<file path="config.mk">
export PLATFORM = sky130hd
export DESIGN_NAME = req_encoder_4x2
export DESIGN_NICKNAME = d
export VERILOG_FILES = /design/src/rtl/req_encoder_4x2.sv
export SDC_FILE = /design/constraint.sdc
export NUM_CORES = 1
export LEC_CHECK = 0
export CORE_AREA = 2 2 39 41
export CTS_CLUSTER_DIAMETER = 30
export CTS_CLUSTER_SIZE = 12
export DETAILED_ROUTE_END_ITERATION = 6
export DIE_AREA = 0 0 41 43
export PLACE_DENSITY = 0.69
export SYNTH_ARGS = -nofsm -noshare
export SYNTH_HDL_FRONTEND = slang
export SYNTH_SLANG_ARGS = --single-unit
</file>
<file path="constraint.sdc">
create_clock -name clk -period 1.3 [get_ports clk]
set_input_delay 0.13 -clock clk [delete_from_list [all_inputs] [get_ports clk]]
set_output_delay 0.13 -clock clk [all_outputs]
set_load 0.02 [all_outputs]
</file>
<file path="src/rtl/req_encoder_4x2.sv">
// Four-line request encoder with sticky pending bits and a valid/ready output handshake.
// Define ROUND_ROBIN_EN for round-robin selection; the default build uses fixed priority d1 > d2 > d3 > d4.
module req_encoder_4x2 (
  input  logic clk,
  input  logic rst,
  input  logic en,
  input  logic d1,
  input  logic d2,
  input  logic d3,
  input  logic d4,
  input  logic ready,
  output logic a,
  output logic b,
  output logic valid,
  output logic busy
);

  typedef enum logic [0:0] {S_IDLE = 1'b0, S_OUT = 1'b1} state_t;

  state_t     r_state;
  state_t     w_state_nxt;
  logic [3:0] r_pend;
  logic [3:0] w_set;
  logic [3:0] w_cap;
  logic [3:0] w_grant;
  logic [1:0] r_code;
  logic [1:0] w_idx;
  logic       w_any;
  logic       w_load;

  // Bit 0 is d1 and bit 3 is d4, so the output code is simply the inverted index.
  assign w_set = en ? {d4, d3, d2, d1} : 4'b0000;
  assign w_cap = r_pend | w_set;

`ifdef ROUND_ROBIN_EN
  logic [1:0] r_ptr;

  function automatic logic [2:0] pick(input logic [3:0] cand, input logic [1:0] start);
    logic [1:0] k;
    logic [2:0] res;
    res = 3'b000;
    for (int i = 3; i >= 0; i--) begin
      k = start + 2'(i);
      if (cand[k]) begin
        res = {1'b1, k};
      end else begin
        res = res;
      end
    end
    return res;
  endfunction

  // Pick the first candidate at or after the search pointer.
  always_comb begin
    {w_any, w_idx} = pick(w_cap, r_ptr);
  end
`else
  function automatic logic [2:0] pick(input logic [3:0] cand);
    logic [2:0] res;
    res = 3'b000;
    for (int i = 3; i >= 0; i--) begin
      if (cand[i]) begin
        res = {1'b1, 2'(i)};
      end else begin
        res = res;
      end
    end
    return res;
  endfunction

  // Pick the lowest-index candidate.
  always_comb begin
    {w_any, w_idx} = pick(w_cap);
  end
`endif

  assign w_grant = w_load ? (4'b0001 << w_idx) : 4'b0000;

  // State register.
  always_ff @(posedge clk or posedge rst) begin
    if (rst) begin
      r_state <= S_IDLE;
    end else begin
      r_state <= w_state_nxt;
    end
  end

  // Next-state and load decision; IDLE only selects once something was already pending.
  always_comb begin
    w_state_nxt = r_state;
    w_load      = 1'b0;
    case (r_state)
      S_IDLE: begin
        if (r_pend != 4'b0000) begin
          w_load      = 1'b1;
          w_state_nxt = S_OUT;
        end else begin
          w_state_nxt = S_IDLE;
        end
      end
      S_OUT: begin
        if (ready) begin
          w_load      = w_any;
          w_state_nxt = w_any ? S_OUT : S_IDLE;
        end else begin
          w_state_nxt = S_OUT;
        end
      end
      default: begin
        w_state_nxt = S_IDLE;
      end
    endcase
  end

  // Pending bits, held code and pointer; a fresh request on the granted line keeps it pending.
  always_ff @(posedge clk or posedge rst) begin
    if (rst) begin
      r_pend <= 4'b0000;
      r_code <= 2'b00;
`ifdef ROUND_ROBIN_EN
      r_ptr  <= 2'd0;
`endif
    end else begin
      r_pend <= (r_pend & ~w_grant) | w_set;
      if (w_load) begin
        r_code <= ~w_idx;
`ifdef ROUND_ROBIN_EN
        r_ptr  <= w_idx + 2'd1;
`endif
      end else begin
        r_code <= r_code;
      end
    end
  end

  // Output decode.
  always_comb begin
    a     = r_code[1];
    b     = r_code[0];
    valid = (r_state == S_OUT);
    busy  = (r_pend != 4'b0000);
  end

endmodule

</file>
# Word level (Yosys, flattened, before mapping)
# Cells that the tools add are included.
[op_classes]
shifts = 1
n_mux = 12
n_bitwise = 6
reduce_logical = 1
[op_table]
columns = ["operator", "n"]
rows = [
  ["3-bit 2-to-1 mux", 4],
  ["4-bit 2-to-1 mux", 2],
  ["4-bit OR", 2],
  ["4-bit AND", 1],
  ["1-bit 2-to-1 mux", 4],
  ["4-bit inverter", 1],
  ["1-bit case mux with 2 select lines", 2],
  ["4-bit nonzero test", 1],
  ["1-bit by 2-bit << shifter with 4-bit output (first input constant)", 1],
  ["2-bit inverter", 1],
  ["1-bit inverter", 1],
]
[totals]
register_bits = 7

# Longest topological paths before layout
[logic_depth]
ltp_word = 12
depth_mapped = 5
ltp_nobuf = 4

# Worst setup path after synthesis
# Ideal clock, no wire load.
[synth_path]
path_type = "flip-flop to flip-flop"
start = "register r_pend[1]"
end = "register r_code[0]"
setup_time_ps = 125
arrival_ps = 1180
path_slack_ps = -5
stages_incl_launch_ff = 5
path_buffers = 0
synth_period_minus_slack_ps = 1305
path_cell_list = "dfrtp_1 -> nor2_1 -> nand2_1 -> o2bb2ai_4 -> mux2_4"
[synth_lines]
columns = ["element", "line", "rtl"]
rows = [
  ["from (decl)", "22", "logic [3:0] r_pend;"],
  ["from (signal assigned)", "124", "r_pend <= (r_pend & ~w_grant) | w_set;"],
  ["4-bit nonzero test", "-", ""],
  ["named net busy", "15", "output logic busy"],
  ["1-bit 2-to-1 mux", "94", "if (r_pend != 4'b0000) begin"],
  ["1-bit case mux with 2 select lines", "92", "case (r_state)"],
  ["to (signal assigned)", "126", "r_code <= ~w_idx;"],
  ["to (signal assigned)", "131", "r_code <= r_code;"],
  ["to (decl)", "26", "logic [1:0] r_code;"],
]
# The timed path passes the listed nets, and every way through them passes these cells.
# A chain may end at the register's enable or synchronous reset.

# Worst setup path in the final report
[layout_path]
start = "register r_pend[1]"
end = "register r_code[0]"
[layout_via]
elab_chain_len = 5
[layout_rtl]
columns = ["element", "line", "rtl"]
rows = [
  ["4-bit OR", "33", "assign w_cap = r_pend | w_set;"],
  ["3-bit 2-to-1 mux (2 in a row)", "62", "if (cand[i]) begin"],
  ["1-bit 2-to-1 mux", "102", "if (ready) begin"],
  ["1-bit case mux with 2 select lines", "92", ""],
]
# Parallel ways exist; a longest one is shown, timed or not.

==> out/metrics.yaml <==
status: "finished with violations"
failed_checks: "setup timing"
crit_chain: "nor2_2 -> and4b_2 -> o2bb2ai_4 -> mux2_4"
rr_endpoint: "r_code[0]"
vias_per_cell: 4.65
seq_area_frac_synth_pct: 44.7
die_w_um: 41
crit_type: "reg -> reg"
worstSetupStartpointType: "flip-flop"
fin_util_pct: 52.4
post-route-period-util_pct: 101
initial_core_util_pct: 28.3
cpMaxStageDelayCell: "dfrtp_1"
r2r-start: "r_pend[1]"
ys_ff_latch: 7
r2r_cells: 4
drtPass1Iterations: 2
syn_area_um2: 392
drcViolationCount: 0
p_leak_nw: 0.334
postSynth.asyncResetShare_pct: 100
track_usage_pct: 14.7
regToRegSetupSlack_ns: -0.01
gp_congestion: 0.747
cts.clk_slew.worst_paths_ns: 0.05
grt_max_degree: 8
skew_ns: 0.00253
io_pins: 12
gr-total-overflow: 0
yosysTopAreaCell: "dfrtp_1"
synth.top_cell.area_share_pct: 44.7
arrival_ns: 1.45
setup_violations: 1
fin_area_um2: 724
yosys-top-cells-area: "dfrtp_1, o2bb2ai_4, nand2_1, a21oi_1, a31oi_1"
area_growth_pct: 85.0
port_buffers: 11
endpoint_kind: "flip-flop"
cts_made_buffers: 3
slowest_delay_ns: 0.38
wirelength_um: 1060
worst_hold_slack_ns: 0.100
tightestPinTransition_ns: 0.342
clk_latency_ns: 0.26
synth_cell_types: 17
synthFlopType: "dfrtp_1"
avgSynthCellArea_um2: 9.79
num_vias: 414
synth_common_cells: "dfrtp_1, nand2_1, a21oi_1, inv_1"
postRouteAntennaNets: 0
hold_class: "in -> async"
row_count: 14
layout_setup_ws_ns: -0.0100
n_antenna_cell: 0
dpl-instance-area_um2: 631
register_area_um2: 175
finalPower_w: 0.000688
rsz0062_at_grt: "true"
wire_per_inst_um: 11.9
root_buffer: "clkbuf_4"
netlist_instances: 40
antenna_found_initial: 0
num-fill-cells: 131
drive_gt1_share_pct: 47.9
cp.required_ns: 1.44
fin_nets: 82
fmax_ghz: 0.763
peakVddDrop_v: 0.000732
synth-edff-count: 0
fp.dieH_um: 43
multi_input_area_um2: 236
finalHoldViolations: 0
cp_max_fo: 2
grt_pass1_wl_um: 1630
hold_buffers: 0
first_global_vias: 408
cts.path.max_buffers: 2
cts_tree: "done"
synth_fp_nets: 48
fp.coreArea_um2: 1380
period_minus_slack_ns: 1.31
htreeDepth: 1
p_per_area_nw_per_um2: 950
cts_sinks: 7
dieArea_um2: 1760
drt_iter0_drc: 1
relSlewSlack_pct: 77.2
yosys_warnings: 0
slew_violations: 0
maxCapViolCount: 0
-- cells by family (layout without fill, tap and decap cells) --
kind of cell | Yosys count | in the layout | synth area share, %
AOI/OAI and AO/OA | 14 | 14 | 27.8
and+or+nand+nor | 12 | 12 | 13.7
muxes | 2 | 2 | 6.39
DFF | 7 | 7 | 44.7
buffers and inverters | 5 | 38 | 7.35
-- worst max-delay path, delay by kind of cell, from the launching register on --
kind / cells / cell delay (ns)
AOI/OAI and AO/OA: 1 / 0.07
and+or+nand+nor: 2 / 0.44
muxes: 1 / 0.29
DFF: 1 / 0.38
-- sequential cells by signal, summed over array words and instances, names as in the netlist --
| register | flops |
|---|---|
| valid | 1 |
| r_pend | 4 |
| r_code | 2 |
-- through the flow --
stage	TNS, ns	setup slack [ns]	cells
after CTS	-0.00897	-0.00897	88
final	-0.0100	-0.0100	89
after detailed placement	-1.57	-0.282	82
after floorplan	0	0.0142	40
after global placement	-1.61	-0.289	82
after global routing	-0.120	-0.0675	89
-- layout by cell type (no fill, tap or decap), drive strengths merged --
cell / instances
buf: 19
dlygate4sd2: 7
dfrtp: 7
nand2: 7
inv: 4
a21oi: 4
clkbuf: 4
clkdlybuf4s50: 3
nor2: 3
o21ai: 3
a31oi: 3
o21a: 1
nor3: 1
and4b: 1
o2bb2ai: 1
mux2i: 1
a41oi: 1
a21o: 1
mux2: 1
clkinv: 1
-- where the power goes --
| part | switching, W | internal (W) |
|---|---|---|
| clock network | 0.0000877 | 0.000113 |
| logic | 0.000102 | 0.000123 |
| registers | 0.0000175 | 0.000245 |
| total | 0.000207 | 0.000481 |
-- area by class of cell --
type / count / area share, %
timing repair buffer: 30 / 34.5
inverter: 4 / 2.07
tap: 16 / 2.76
multi-input combinational: 28 / 32.6
clock buffer: 3 / 3.11
clock inverter: 1 / 0.691
sequential: 7 / 24.2
-- per-layer routing --
layer	vias up	share of wire (%)	global-route usage, %
met5	-	0	0
met1	190	38	14.1
met3	5	6.8	9.42
met2	10	53	22.8
met4	0	1.8	8.00
li1	209	-	-
-- worst max path at each step --
stage	start	cells after the start	end
final	r_pend[1]	4	r_code[0]
after detailed placement	d1	6	r_pend[3]
after global placement	d1	5	r_code[0]
after global routing	r_pend[1]	4	r_code[0]
after floorplan	r_pend[1]	4	r_code[0]
after CTS	r_pend[0]	4	r_code[0]
-- repair_timing --
item | 4_1_cts | 5_1_grt
resized for setup | 14 | 8
setup endpoints to repair | 10 | 7
pin swaps | 4 | 6
setup buffers | 2 | 1
cloned | 0 | 0
(Power assumes the default switching activity.)
